**config.mk**
```make
export PLATFORM = sky130hd
export DESIGN_NAME = hazard_ctrl_flat
export DESIGN_NICKNAME = d
export VERILOG_FILES = /design/src/rtl/hazard_ctrl_if.sv /design/src/rtl/hazard_ctrl.sv /design/src/flat_wrapper.sv
export SDC_FILE = /design/constraint.sdc
export NUM_CORES = 1
export LEC_CHECK = 0
export BUFFER_PORTS_ARGS = -buffer_cell sky130_fd_sc_hd__clkbuf_2
export CAP_MARGIN = 10
export CORE_ASPECT_RATIO = 0.5
export CORE_MARGIN = 10
export CORE_UTILIZATION = 35
export CTS_BUF_LIST = sky130_fd_sc_hd__clkbuf_4 sky130_fd_sc_hd__clkbuf_8
export DETAILED_ROUTE_END_ITERATION = 8
export PLACE_DENSITY = 0.66
export SLEW_MARGIN = 20
export SYNTH_ARGS = -nofsm -noshare
export SYNTH_HDL_FRONTEND = slang
export SYNTH_SLANG_ARGS = --single-unit
```
**constraint.sdc**
```tcl
create_clock -name clk_i -period 5.72 [get_ports clk_i]
set_clock_uncertainty 0.1 [all_clocks]
set_input_delay 0.858 -clock clk_i [delete_from_list [all_inputs] [get_ports clk_i]]
set_output_delay 0.858 -clock clk_i [all_outputs]
set_load 0.005 [all_outputs]
```
**src/rtl/hazard_ctrl_if.sv**
```systemverilog
// hazard_ctrl_if
//   Bundles the pipeline-side signals of the hazard controller.
//   slave  : seen by hazard_ctrl (hazard inputs in, pipeline controls out)
//   master : seen by the pipeline / test environment (the reverse)
//
//   ID_Rs1_i, ID_Rs2_i : source registers of the instruction in ID
//   EX_MemRead_i       : instruction in EX is a load
//   EX_Rd_i            : destination register of the instruction in EX
//   Branch_taken_i     : branch in ID resolved taken
//   Mem_req_i          : MEM stage needs an external memory transaction
//   Mem_ack_i          : external transaction done (valid only while requested)
//   PC_Write_o         : PC update enable
//   IFID_Write_o       : IF/ID update enable
//   IFID_Flush_o       : zero IF/ID
//   IDEX_Bubble_o      : insert a NOP into ID/EX
//   Pipe_Stall_o       : freeze every pipeline register
//   Err_o              : sticky memory-timeout error
//   Stall_cnt_o        : stall/bubble cycle counter (saturating)
//   Flush_cnt_o        : flush cycle counter (saturating)
interface hazard_ctrl_if;
    logic [4:0]  ID_Rs1_i;
    logic [4:0]  ID_Rs2_i;
    logic        EX_MemRead_i;
    logic [4:0]  EX_Rd_i;
    logic        Branch_taken_i;
    logic        Mem_req_i;
    logic        Mem_ack_i;
    logic        PC_Write_o;
    logic        IFID_Write_o;
    logic        IFID_Flush_o;
    logic        IDEX_Bubble_o;
    logic        Pipe_Stall_o;
    logic        Err_o;
    logic [15:0] Stall_cnt_o;
    logic [15:0] Flush_cnt_o;

    modport slave (
        input  ID_Rs1_i, ID_Rs2_i, EX_MemRead_i, EX_Rd_i,
               Branch_taken_i, Mem_req_i, Mem_ack_i,
        output PC_Write_o, IFID_Write_o, IFID_Flush_o, IDEX_Bubble_o,
               Pipe_Stall_o, Err_o, Stall_cnt_o, Flush_cnt_o
    );

    modport master (
        output ID_Rs1_i, ID_Rs2_i, EX_MemRead_i, EX_Rd_i,
               Branch_taken_i, Mem_req_i, Mem_ack_i,
        input  PC_Write_o, IFID_Write_o, IFID_Flush_o, IDEX_Bubble_o,
               Pipe_Stall_o, Err_o, Stall_cnt_o, Flush_cnt_o
    );
endinterface

```
**src/rtl/hazard_ctrl.sv**
```systemverilog
// hazard_ctrl
//   Pipeline hazard controller: load-use bubbles, taken-branch flushes and
//   whole-pipeline freezes while an external memory transaction is pending.
//   A memory transaction that is not acknowledged within TIMEOUT wait cycles
//   parks the controller in a sticky error state until reset.
//
//   Parameters
//     TIMEOUT : maximum WAIT cycles before ERR (1..255)
//   Ports
//     clk_i : clock, rising edge
//     rst_i : asynchronous active-high reset
//     bus   : hazard_ctrl_if.slave (hazard inputs, pipeline controls, counters)
module hazard_ctrl #(
    parameter int unsigned TIMEOUT = 255
) (
    input  logic         clk_i,
    input  logic         rst_i,
    hazard_ctrl_if.slave bus
);

    typedef enum logic [1:0] {
        RUN  = 2'd0,
        WAIT = 2'd1,
        ERR  = 2'd2
    } state_t;

    // Wait count at which the last permitted WAIT cycle is being spent.
    localparam logic [7:0] WAIT_LAST = 8'(TIMEOUT - 1);

    state_t      state, state_nxt;
    logic [7:0]  wait_cnt, wait_cnt_nxt;
    logic        lu;
    logic        ms;
    logic        pc_write, ifid_write, ifid_flush, idex_bubble;
    logic [15:0] stall_cnt, flush_cnt;

    // ------------------------------------------------------------------
    // State register and wait counter
    // ------------------------------------------------------------------
    always_ff @(posedge clk_i or posedge rst_i) begin
        if (rst_i) begin
            state    <= RUN;
            wait_cnt <= '0;
        end else begin
            state    <= state_nxt;
            wait_cnt <= wait_cnt_nxt;
        end
    end

    // ------------------------------------------------------------------
    // Next state
    // ------------------------------------------------------------------
    always_comb begin
        state_nxt    = state;
        wait_cnt_nxt = wait_cnt;
        unique case (state)
            RUN: begin
                // A same-cycle ack completes the access without stalling.
                if (bus.Mem_req_i && !bus.Mem_ack_i) begin
                    state_nxt    = WAIT;
                    wait_cnt_nxt = '0;
                end
            end
            WAIT: begin
                if (bus.Mem_ack_i) begin
                    state_nxt = RUN;
                end else if (wait_cnt == WAIT_LAST) begin
                    state_nxt = ERR;
                end else begin
                    wait_cnt_nxt = wait_cnt + 8'd1;
                end
            end
            ERR: begin
                state_nxt = ERR;
            end
            default: begin
                state_nxt    = RUN;
                wait_cnt_nxt = '0;
            end
        endcase
    end

    // ------------------------------------------------------------------
    // Hazard detection and pipeline controls
    // ------------------------------------------------------------------
    always_comb begin
        // x0 is hard-wired zero, so a load targeting it never creates a hazard.
        lu = bus.EX_MemRead_i && (bus.EX_Rd_i != 5'd0) &&
             ((bus.EX_Rd_i == bus.ID_Rs1_i) || (bus.EX_Rd_i == bus.ID_Rs2_i));
        ms = ((state == RUN) && bus.Mem_req_i && !bus.Mem_ack_i) ||
             (state != RUN);

        pc_write    = 1'b1;
        ifid_write  = 1'b1;
        ifid_flush  = 1'b0;
        idex_bubble = 1'b0;

        if (rst_i) begin
            pc_write   = 1'b0;
            ifid_write = 1'b0;
        end else if (ms) begin
            // Full freeze: nothing advances, nothing is squashed.
            pc_write   = 1'b0;
            ifid_write = 1'b0;
        end else if (lu) begin
            // Load-use wins over a taken branch; the branch re-resolves next cycle.
            pc_write    = 1'b0;
            ifid_write  = 1'b0;
            idex_bubble = 1'b1;
        end else if (bus.Branch_taken_i) begin
            ifid_flush = 1'b1;
        end
    end

    assign bus.PC_Write_o    = pc_write;
    assign bus.IFID_Write_o  = ifid_write;
    assign bus.IFID_Flush_o  = ifid_flush;
    assign bus.IDEX_Bubble_o = idex_bubble;
    assign bus.Pipe_Stall_o  = ms && !rst_i;
    assign bus.Err_o         = (state == ERR);

    // ------------------------------------------------------------------
    // Saturating performance counters
    // ------------------------------------------------------------------
    always_ff @(posedge clk_i or posedge rst_i) begin
        if (rst_i) begin
            stall_cnt <= '0;
            flush_cnt <= '0;
        end else begin
            if ((ms || idex_bubble) && (stall_cnt != '1)) begin
                stall_cnt <= stall_cnt + 16'd1;
            end
            if (ifid_flush && (flush_cnt != '1)) begin
                flush_cnt <= flush_cnt + 16'd1;
            end
        end
    end

    assign bus.Stall_cnt_o = stall_cnt;
    assign bus.Flush_cnt_o = flush_cnt;

endmodule

```
**src/flat_wrapper.sv**
```systemverilog
// flat-port wrapper written by rule: the top's interface ports become plain ports
module hazard_ctrl_flat 
#(
    parameter int unsigned TIMEOUT = 255
)
  (clk_i, rst_i, bus_ID_Rs1_i, bus_ID_Rs2_i, bus_EX_MemRead_i, bus_EX_Rd_i, bus_Branch_taken_i, bus_Mem_req_i, bus_Mem_ack_i, bus_PC_Write_o, bus_IFID_Write_o, bus_IFID_Flush_o, bus_IDEX_Bubble_o, bus_Pipe_Stall_o, bus_Err_o, bus_Stall_cnt_o, bus_Flush_cnt_o);
  hazard_ctrl_if bus_i ();
  input  logic clk_i;
  input  logic rst_i;
  input wire logic [$bits(bus_i.ID_Rs1_i)-1:0] bus_ID_Rs1_i;
  input wire logic [$bits(bus_i.ID_Rs2_i)-1:0] bus_ID_Rs2_i;
  input wire logic [$bits(bus_i.EX_MemRead_i)-1:0] bus_EX_MemRead_i;
  input wire logic [$bits(bus_i.EX_Rd_i)-1:0] bus_EX_Rd_i;
  input wire logic [$bits(bus_i.Branch_taken_i)-1:0] bus_Branch_taken_i;
  input wire logic [$bits(bus_i.Mem_req_i)-1:0] bus_Mem_req_i;
  input wire logic [$bits(bus_i.Mem_ack_i)-1:0] bus_Mem_ack_i;
  output wire logic [$bits(bus_i.PC_Write_o)-1:0] bus_PC_Write_o;
  output wire logic [$bits(bus_i.IFID_Write_o)-1:0] bus_IFID_Write_o;
  output wire logic [$bits(bus_i.IFID_Flush_o)-1:0] bus_IFID_Flush_o;
  output wire logic [$bits(bus_i.IDEX_Bubble_o)-1:0] bus_IDEX_Bubble_o;
  output wire logic [$bits(bus_i.Pipe_Stall_o)-1:0] bus_Pipe_Stall_o;
  output wire logic [$bits(bus_i.Err_o)-1:0] bus_Err_o;
  output wire logic [$bits(bus_i.Stall_cnt_o)-1:0] bus_Stall_cnt_o;
  output wire logic [$bits(bus_i.Flush_cnt_o)-1:0] bus_Flush_cnt_o;
  assign bus_i.ID_Rs1_i = bus_ID_Rs1_i;
  assign bus_i.ID_Rs2_i = bus_ID_Rs2_i;
  assign bus_i.EX_MemRead_i = bus_EX_MemRead_i;
  assign bus_i.EX_Rd_i = bus_EX_Rd_i;
  assign bus_i.Branch_taken_i = bus_Branch_taken_i;
  assign bus_i.Mem_req_i = bus_Mem_req_i;
  assign bus_i.Mem_ack_i = bus_Mem_ack_i;
  assign bus_PC_Write_o = bus_i.PC_Write_o;
  assign bus_IFID_Write_o = bus_i.IFID_Write_o;
  assign bus_IFID_Flush_o = bus_i.IFID_Flush_o;
  assign bus_IDEX_Bubble_o = bus_i.IDEX_Bubble_o;
  assign bus_Pipe_Stall_o = bus_i.Pipe_Stall_o;
  assign bus_Err_o = bus_i.Err_o;
  assign bus_Stall_cnt_o = bus_i.Stall_cnt_o;
  assign bus_Flush_cnt_o = bus_i.Flush_cnt_o;
  hazard_ctrl #(.TIMEOUT(TIMEOUT)) u_core (.clk_i(clk_i), .rst_i(rst_i), .bus(bus_i));
endmodule
```
Yosys cells after proc, flatten, opt, wreduce, memory -nomap -nowiden
Cells that the tools add are included.
{"block": "totals", "elab_cells": 55, "reg_bits": 42, "out_inout_bits": 38, "input_bits": 21}
{"block": "classes", "reduce_logical": 18, "bitwise_logic": 1, "mux": 18, "addsub": 3, "n_eq_ne": 11}
{"op": "$add A16 B1 Y16 const B", "count": 2}
{"op": "$ne A16 B16 Y1 const B", "count": 2}
{"op": "$mux W8", "count": 3}
{"op": "$pmux W8 S3", "count": 1}
{"op": "$eq A5 B5 Y1", "count": 2}
{"op": "$mux W1", "count": 10}
{"op": "$add A8 B1 Y8 const B", "count": 1}
{"op": "$eq A8 B8 Y1 const B", "count": 1}
{"op": "$logic_and A1 B1 Y1", "count": 8}
{"op": "$mux W2", "count": 3}
{"op": "$pmux W2 S3", "count": 1}
{"op": "$reduce_bool A5 Y1", "count": 1}
{"op": "$ne A2 B2 Y1 const B", "count": 2}
{"op": "$reduce_and A4 Y1", "count": 1}
{"op": "$logic_or A1 B1 Y1", "count": 3}
{"op": "$ne A3 B2 Y1 const B", "count": 1}
{"op": "$eq A2 B1 Y1 const B", "count": 1}
{"op": "$eq A2 B2 Y1 const B", "count": 1}
{"op": "$logic_not A1 Y1", "count": 2}
{"op": "$logic_not A2 Y1", "count": 1}
{"op": "$ne A2 B1 Y1 const B", "count": 1}
{"op": "$reduce_and A2 Y1", "count": 1}
{"op": "$reduce_bool A2 Y1", "count": 1}
{"op": "$not A1 Y1", "count": 1}

Longest topological paths before layout
Gate-level depths: netlist of the first run.
{"block": "logic_depth", "depth_word": 8, "depth_mapped": 8}

Worst setup path after synthesis of the first run
No wires, ideal clock.
{"block": "synth_path", "path_kind": "input -> output", "from": "input port bus_EX_Rd_i[0]", "to": "output port bus_IFID_Flush_o", "path_slack_ps": 2762, "required_ps": 4762, "path_stages": 5, "arrival_ps": 2000, "path_cell_list": "or4_4 -> o21ai_4 -> o211ai_1 -> buf_2 -> inv_1"}
{"block": "synth_via", "elab_chain_len": 6}
{"item": "start, declared", "line": "flat_wrapper.sv:13", "rtl": "input wire logic [$bits(bus_i.EX_Rd_i)-1:0] bus_EX_Rd_i;"}
{"item": "$eq A5 B5 Y1 or $reduce_bool A5 Y1 (tied branches)", "line": "hazard_ctrl.sv:89, hazard_ctrl.sv:88"}
{"item": "$logic_or A1 B1 Y1 or $logic_and A1 B1 Y1 (tied branches)", "line": "hazard_ctrl.sv:89, hazard_ctrl.sv:88"}
{"item": "$logic_and A1 B1 Y1 *", "line": "hazard_ctrl.sv:88", "rtl": "lu = bus.EX_MemRead_i && (bus.EX_Rd_i != 5'd0) &&"}
{"item": "$mux W1 *", "line": "hazard_ctrl.sv:105", "rtl": "end else if (lu) begin"}
{"item": "$mux W1 *", "line": "hazard_ctrl.sv:101", "rtl": "end else if (ms) begin"}
{"item": "$mux W1 *", "line": "hazard_ctrl.sv:98", "rtl": "if (rst_i) begin"}
{"item": "end, declared", "line": "flat_wrapper.sv:19", "rtl": "output wire logic [$bits(bus_i.IFID_Flush_o)-1:0] bus_IFID_Flush_o;"}
Mark *: on every way between the ends. The rest lies on a longest branch, timed or not.

Worst setup path in the final report of the first run
Same ends and word-level chain as after synthesis.

==> metrics list, run 1 <==
* Run status: complete, no violations
- Across all hold checks on the routed design, the worst slack comes to 0.391 ns.
- Combinational cells account for 23.7% of the total power.
* Worst-margin pin slew: 0.732 ns
- Yosys printed 0 warnings.
- The max-slew violation count was 0.
- For hold timing, the worst endpoint is u_core.bus.Stall_cnt_o[6].
- Summed over all cells, the static leakage comes to 1.35 nW.
* PD cells: 292 nW/µm²
- The number of global-route vias before repair came to 1958.
- RR Startpoint: u_core.bus.Stall_cnt_o[0]
- Relative contribution of sequential cells to total power: 51.7%
* Effective utilization at floorplan: 37.4%
* Clock transition time at the flip-flop clock pins of the worst setup and hold paths: 0.09 ns
- Measured along the x axis, the die boundary spans 136 µm.
* Count of nets after finishing: 329
* Minimum period implied by the final worst setup slack: 3.12 ns
- Per report_power, the clock group accounts for 24.6% of the total.
- In this run the post-CTS setup repair buffer count came out at 0.
- Switching Fraction: 34.7%
- For this design, the CTS-stage hold fixing added 0 buffers.
- Detail-routed net length per standard cell: 14.0 µm
* Library cell appearing most often on the critical path: sky130_fd_sc_hd__clkbuf_2
- Measured in cells, the most critical reg-to-reg path has a length of 6.
- Detailed routing inserted a total of 1956 vias.
- Port buffer count: 58
* Number of buffers between clock root and the deepest sink: 2
- The congestion estimate from routability-driven global placement came to 0.854.
- Capture point of the worst reg-to-reg path: u_core.bus.Stall_cnt_o[1]
- Data arrival time of the critical path: 2.16 ns
* TritonCTS clock tree: yes
* Post-CTS Resized: 0
* Count of nets left with antenna violations after detail routing: 0
* Synth Instances: 242
* Root buf cell: sky130_fd_sc_hd__clkbuf_8
- Based on the critical path, the design can be clocked at up to 321 MHz.
- The critical path in this run is classified as primary input to output pin.
- The path class of the tightest hold or removal check is flip-flop to flip-flop.
- Clk Latency, worst-skew pair: 0.30 ns
- Sinks on Clock Net: 42
- Setup total negative slack on the finished layout was measured at 0 ns.
- Final count of hold timing violations: 0
- In this run, synthesis produced a sequential element count of 42.
- After the first detailed-routing iteration, the DRC count stood at 126.
- All-layer global routing usage: 10.4%
- Via count normalized by instance count: 4.98
- Number of cells traversed by the worst hold path: 1
* Total clock buffers created by CTS: 5
* Total area of sequential cells: 1050 µm²
- On the critical path, the stage with the largest delay is an instance of sky130_fd_sc_hd__or4_4.
* Share of layout cells above drive strength 1: 25.9%
* Peak supply drop: 95.2 µV
- Detailed placement finished with a half-perimeter wire length of 4340 µm.
- Compared with the post-synthesis result, the final layout area differs by 20.6%.
* CP Max Fanout: 15
- Worst setup SP type: primary input
- Summing all multi-input logic gate instances after layout gives 1240 µm².
* H-tree Lvls: 2
- Overall Power: 827 µW
- Nature of the critical path endpoint: output pin
- For this run, design rule violations remaining after detail routing come to 0.
* Die outline height: 77.9 µm
- Setup repair after global routing left no endpoint under its margin.
- After synthesis the cells add up to 2350 µm².
- The worst pin sits at a relative slew slack of 51.2%.
* Final setup violation count: 0
* Initial antenna violation count: 0
- Largest net degree at the start of global routing: 43
* Sw Pwr: 287 µW
- I/O pin count: 59
* Total die area: 10600 µm²
- The startpoint identified for the worst hold timing path is u_core.bus.Stall_cnt_o[6].
* Critical path data required time: 4.76 ns
* Synth Net Count: 267
* Number of search-and-repair iterations in the first detailed-routing pass: 4
* Buffers & Inverters on Critical Path: 4
* Maximum capacitance violations: 0
* Cell Chain, Critical Path: clkbuf_2 > or4_4 > o21ai_4 > o211ai_1 > buf_4 > inv_1 > clkbuf_2
* Gate family responsible for the most delay along the worst path: simple AND/OR/NAND/NOR gates
- Sequential elements use 44.8% of the synthesized area.
- Fin util: 45.1%
* Internal cell power: 541 µW
- The routed design has 5490 µm of wire.
- Mean area per synthesized cell: 9.69 µm²
- Leaving out fill and tap cells, the most frequent cell in the layout is sky130_fd_sc_hd__clkbuf_2.
* Final worst-path cycle share: 54.5%
- Setup slack on the worst reg-to-reg path comes out at 3.31 ns.
- Counting distinct cell types in the post-synthesis netlist gives 46.
- Summed over all layers, the global routing overflow is 0.
- Number of cell rows: 20
- Wire length of the first global-routing pass: 9200 µm
* Number of fill cells in the layout: 619
* Core Box Area: 6280 µm²
- Antenna fix cells: 0
- Commonest non-fill, non-tap cells in the layout: sky130_fd_sc_hd__clkbuf_2 (58), sky130_fd_sc_hd__dfrtp_1 (42), sky130_fd_sc_hd__xor2_1 (26)
- The largest single stage delay on the critical path is 0.55 ns.
-- power groups by stage --
stage | Sequential, mW | Clock (mW) | Combinational (mW)
6_report | 0.428 | 0.203 | 0.196
5_1_grt | 0.439 | 0.224 | 0.223
4_1_cts | 0.428 | 0.214 | 0.203
3_5_place_dp | 0.433 | 0 | 0.202
3_3_place_gp | 0.428 | 0 | 0.195
2_1_floorplan | 0.420 | 0 | 0.109
-- layer usage --
| metal | wire length, µm | GRT usage [%] |
|---|---|---|
| met5 | 0 | 0 |
| met2 | 2510 | 16.6 |
| met4 | 51 | 3.31 |
| met3 | 428 | 3.79 |
| met1 | 2500 | 12.9 |
-- through the flow --
| step | area, µm² | setup WS (ns) | cells |
|---|---|---|---|
| after detailed placement | 2740 | 2.59 | 385 |
| after CTS | 2830 | 2.59 | 393 |
| after floorplan | 2350 | 2.76 | 242 |
| after global routing | 2830 | 2.51 | 393 |
| after global placement | 2740 | 2.61 | 385 |
| final | 2830 | 2.60 | 393 |
-- how the worst max path moves through the flow --
stage | from | to | slack (ns) | depth (start not counted)
after detailed placement | bus_EX_Rd_i[0] | bus_IFID_Flush_o | 2.59 | 7
final | bus_EX_Rd_i[0] | bus_IFID_Flush_o | 2.60 | 7
after CTS | bus_EX_Rd_i[0] | bus_IFID_Flush_o | 2.59 | 7
after floorplan | bus_EX_Rd_i[0] | bus_IFID_Flush_o | 2.76 | 5
after global routing | bus_EX_Rd_i[0] | bus_IFID_Flush_o | 2.51 | 7
after global placement | bus_EX_Rd_i[0] | bus_IFID_Flush_o | 2.61 | 7
-- cells by family (layout without fill, tap and decap cells) --
group                    count (synthesis)  in the layout  share of synthesized area [%]
AO/OA/AOI/OAI                           28             28                           8.48
XOR/XNOR                                39             39                           14.6
adder cells (fa/ha/maj)                  4              4                           2.13
buffers and inverters                   13             76                           2.40
flip-flops                              42             42                           44.8
multiplexers                             5              5                           2.40
AND/OR/NAND/NOR                        111            111                           25.2
-- registers in the layout (all words and copies together) (netlist names) --
name / flops
u_core.bus.Flush_cnt_o: 16
u_core.bus.Stall_cnt_o: 16
u_core.state: 2
u_core.wait_cnt: 8
-- cells in the mapped netlist (all sizes together) --
| library cell | instances | area share (%) |
|---|---|---|
| a21boi | 1 | 0.32 |
| a21oi | 5 | 1.2 |
| a22oi | 1 | 0.32 |
| a31oi | 1 | 0.27 |
| a41o | 1 | 0.43 |
| and2 | 1 | 0.27 |
| and3 | 6 | 1.6 |
| and4 | 3 | 1.1 |
| buf | 4 | 0.96 |
| clkbuf | 1 | 0.16 |
| dfrtp | 42 | 45 |
| ha | 4 | 2.1 |
| inv | 8 | 1.3 |
| mux2 | 5 | 2.4 |
| nand2 | 21 | 3.4 |
| nand3 | 18 | 3.8 |
| nand4 | 8 | 2.1 |
| nand4b | 1 | 0.37 |
| nor2 | 19 | 3.5 |
| nor2b | 3 | 0.80 |
| nor3 | 12 | 2.6 |
| nor3b | 3 | 0.96 |
| nor4 | 6 | 1.6 |
| nor4b | 2 | 0.75 |
| o211ai | 2 | 0.64 |
| o21ai | 9 | 2.6 |
| o21bai | 1 | 0.32 |
| o22a | 2 | 0.75 |
| o22ai | 1 | 0.27 |
| o311ai | 1 | 0.37 |
| o31ai | 2 | 0.64 |
| o32ai | 1 | 0.37 |
| or2 | 1 | 0.27 |
| or3 | 5 | 1.3 |
| or4 | 2 | 0.80 |
| xnor2 | 13 | 4.9 |
| xor2 | 26 | 9.7 |
-- final cells by class --
| type | instances | area share, % |
|---|---|---|
| clock buffer | 5 | 2.43 |
| clock inverter | 3 | 0.928 |
| multi-input combinational | 187 | 43.8 |
| tap | 88 | 3.89 |
| inverter | 8 | 1.06 |
| sequential | 42 | 37.1 |
| timing repair buffer | 60 | 10.8 |
Note: power is estimated with default switching activity, not from simulation.
==> inputs of run 2 (changes only) <==
PLACE_DENSITY = 0.69   (was 0.66)
clock period = 2.6 ns   (was 5.72 ns; I/O delays follow)
==> run 2 against run 1 <==
Effect of this change: register-to-register slack got worse by 3.0 ns; sequential cell count unchanged; sequential share of layout area decreased by 0.49 points; clock power increased by 120%; total power increased by 120%; global-route usage increased by 0.54 points; critical endpoint unchanged; largest power group unchanged.
==> metrics list, run 2 (synthesis results as in run 1) <==
- Run status: complete, no violations
- The proportion of power drawn by flip-flops and latches is 51.1% (-0.6 points).
- The DRC violation count after routing is 0 (unchanged).
- The power share of the combinational group is 24.3% (+0.6 points).
- The HPWL after detailed placement came to 4390 µm (+1.0%).
- Total area of sequential cells: 1050 µm² (unchanged)
- The tightest min-delay check is of the primary input to async pin type.
- Effective utilization at floorplan: 37.4% (unchanged)
- The width of the chip is 136 µm (unchanged).
- Final WL: 5580 µm (+1.8%)
* Clk Latency, worst-skew pair: 0.30 ns (about the same)
- Sw Pwr: 607 µW (+110%)
- Total die area: 10600 µm² (unchanged)
- Critical path data required time: 2.11 ns (-2.65 ns)
- Setup repair after global routing left no endpoint under its margin.
- Worst hold margin: 0.162 ns (-0.229 ns)
* Antenna fix cells: 0 (unchanged)
* Total stage count of the critical path: 5 (-2)
- DR vias: 2025 (+3.5%)
- Leaving out fill and tap cells, the most frequent cells in the layout are sky130_fd_sc_hd__clkbuf_2 (58), sky130_fd_sc_hd__dfrtp_1 (42), sky130_fd_sc_hd__xor2_1 (26).
* Cell Chain, Critical Path: or3_1 > nor2_4 > o211ai_1 > inv_1 > clkbuf_2
* Maximum capacitance violations: 0 (unchanged)
- Footprint of the multi-input gates: 1240 µm² (unchanged)
- The maximum number of pins on one net before global-route repair is 43 (unchanged).
- Via count of the first global-routing pass: 2048 (+4.6%)
- CP Max Fanout: 10 (-5)
- The library cell used most frequently in the layout, excluding fill and tap cells, is sky130_fd_sc_hd__clkbuf_2.
- I/O pin count: 59 (unchanged)
- The fraction of layout cells with a size suffix above 1 is 27.1% (+1.2 points).
- The max-slew violation count was 0 (unchanged).
* All-layer global routing usage: 11.0% (+0.54 points)
- The internal power contribution was 1.22 mW (+130%).
- The cell leakage power came to 1.38 nW (+1.9%).
- Critical Path Max Stage Delay: 0.47 ns (-0.08 ns)
* Count of nets after finishing: 334 (+1.5%)
- The cell sitting at the root of the clock tree is a sky130_fd_sc_hd__clkbuf_8.
- The net switching share of the total power is 33.2% (-1.5 points).
- The placeable core region came to 6280 µm² (unchanged).
* Fmax: 435 MHz
- The post-cts sizing count is 0 (unchanged).
- The clock network power share was 24.6% (about the same).
- The per-cell via count in the routed design was 5.09 (+2.2%).
- From synthesis to final layout, the design area changed by 22.2%.
* Number of fill cells in the layout: 604 (-2.4%)
- Starting DRT DRC Count: 87 (-31%)
* Number of search-and-repair iterations in the first detailed-routing pass: 4 (unchanged)
- The worst supply voltage drop on vdd was 205 µV (+120%).
* Number of buffers between clock root and the deepest sink: 2 (unchanged)
- Worst setup SP type: flip-flop
- The total count of hold-check failures in the final report came to 0 (unchanged).
- Among all stages on the critical path, the largest delay is contributed by sky130_fd_sc_hd__dfrtp_1.
- The number of buffers created by CTS is 5 (unchanged).
- Data arrival time of the critical path: 1.81 ns (-0.35 ns)
* Wire length of the first global-routing pass: 9780 µm (+6.3%)
* Number of cell rows: 20 (unchanged)
- The number of placed cells counting well taps is 388 (+0.78%).
* Final RePlAce weighted congestion: 0.832 (-2.6%)
* Detail-routed net length per standard cell: 14.0 µm (+0.51%)
* Critical path class: flip-flop to output pin
* Minimum period implied by the final worst setup slack: 2.30 ns
- PD cells: 638 nW/µm² (+120%)
- Die outline height: 77.9 µm (unchanged)
- TritonCTS clock tree: yes
* Headroom to the max-slew limit: 51.1% (-0.081 points)
- The number of setup violations in the final report came to 0 (unchanged).
* Worst-margin pin slew: 0.727 ns (-0.00438 ns)
- The number of clock sinks was 42 (unchanged).
* H-tree Lvls: 2 (unchanged)
- The number of antenna violations at the first check in global routing came to 0 (unchanged).
* Overall Power: 1.83 mW (+120%)
- GR Overflow Total: 0 (unchanged)
* Count of nets left with antenna violations after detail routing: 0 (unchanged)
* Clock transition time at the flip-flop clock pins of the worst setup and hold paths: 0.09 ns (about the same)
- Summed negative setup slack over all endpoints: 0 ns (unchanged)
* Buffers & Inverters on Critical Path: 2 (-2)
- Final std cells w/o fill: 398 (+1.3%)
- The path depth of the worst reg2reg path is 6 (unchanged).
- The number of port buffers is 58 (unchanged).
- Gate family responsible for the most delay along the worst path: simple AND/OR/NAND/NOR gates
* Nature of the critical path endpoint: output pin
- Final worst-path cycle share: 88.5%
run 2: changes by cell type in the layout (fill, tap and decap cells not counted):
cell and delta:
sky130_fd_sc_hd__buf_4 +5, sky130_fd_sc_hd__inv_6 -3, sky130_fd_sc_hd__clkbuf_8 +1, sky130_fd_sc_hd__clkbuf_4 +1, sky130_fd_sc_hd__clkinv_2 +1
run 2: timing repair:
| action | CTS | global route |
|---|---|---|
| setup endpoints to repair | 0 | 1 |
| endpoints found under the hold margin | 0 | 0 |
| buffers inserted | 0 | 2 |
| hold buffers | 0 | 0 |
run 2: layout make-up:
cell class	instances	area share [%]
Clock buffer	7	3.14
Clock inverter	1	0.175
Inverter	8	1.05
Multi-Input combinational cell	187	43.2
Sequential cell	42	36.6
Tap cell	88	3.84
Timing Repair Buffer	65	12.0
run 2: per-layer routing:
metal | vias to the layer above | routed length [µm] | global-route usage (%)
met5 | - | 0 | 0
met4 | 0 | 53 | 3.21
met3 | 5 | 447 | 3.79
met2 | 51 | 2600 | 18.3
met1 | 967 | 2490 | 13.1
li1 | 1002 | - | -
run 2: final timing paths:
path	to	slack, ns	start
worst max-delay path	bus_IFID_Flush_o	0.30	u_core.state[0]
worst min-delay path	u_core.bus.Flush_cnt_o[1]	0.16	rst_i
worst max register to register	u_core.bus.Flush_cnt_o[1]	0.34	u_core.state[0]
worst min register to register	u_core.bus.Stall_cnt_o[6]	0.40	u_core.bus.Stall_cnt_o[6]
max in group asynchronous	u_core.bus.Stall_cnt_o[2]	1.85	rst_i
min in group clk_i	u_core.bus.Flush_cnt_o[13]	0.30	bus_Branch_taken_i
run 2: worst min-delay path, stage by stage:
cell and delay, ns:
sky130_fd_sc_hd__clkbuf_2 0.12, sky130_fd_sc_hd__inv_1 0.06, sky130_fd_sc_hd__buf_4 0.45
run 2: per-stage QoR:
step	utilization, %	worst slack, ns	instance area [µm²]
after floorplan	-	0.418	2350
after global placement	43.9	0.200	2760
after detailed placement	43.9	0.117	2760
after CTS	45.4	0.116	2850
after global routing	45.7	0.155	2870
final	45.7	0.299	2870
run 2: power groups by stage:
stage / combinational [mW] / clock (mW) / sequential, mW
after floorplan: 0.239 / 0 / 0.925
after global placement: 0.439 / 0 / 0.942
after detailed placement: 0.454 / 0 / 0.947
after CTS: 0.457 / 0.466 / 0.935
after global routing: 0.510 / 0.496 / 0.960
final: 0.445 / 0.450 / 0.935
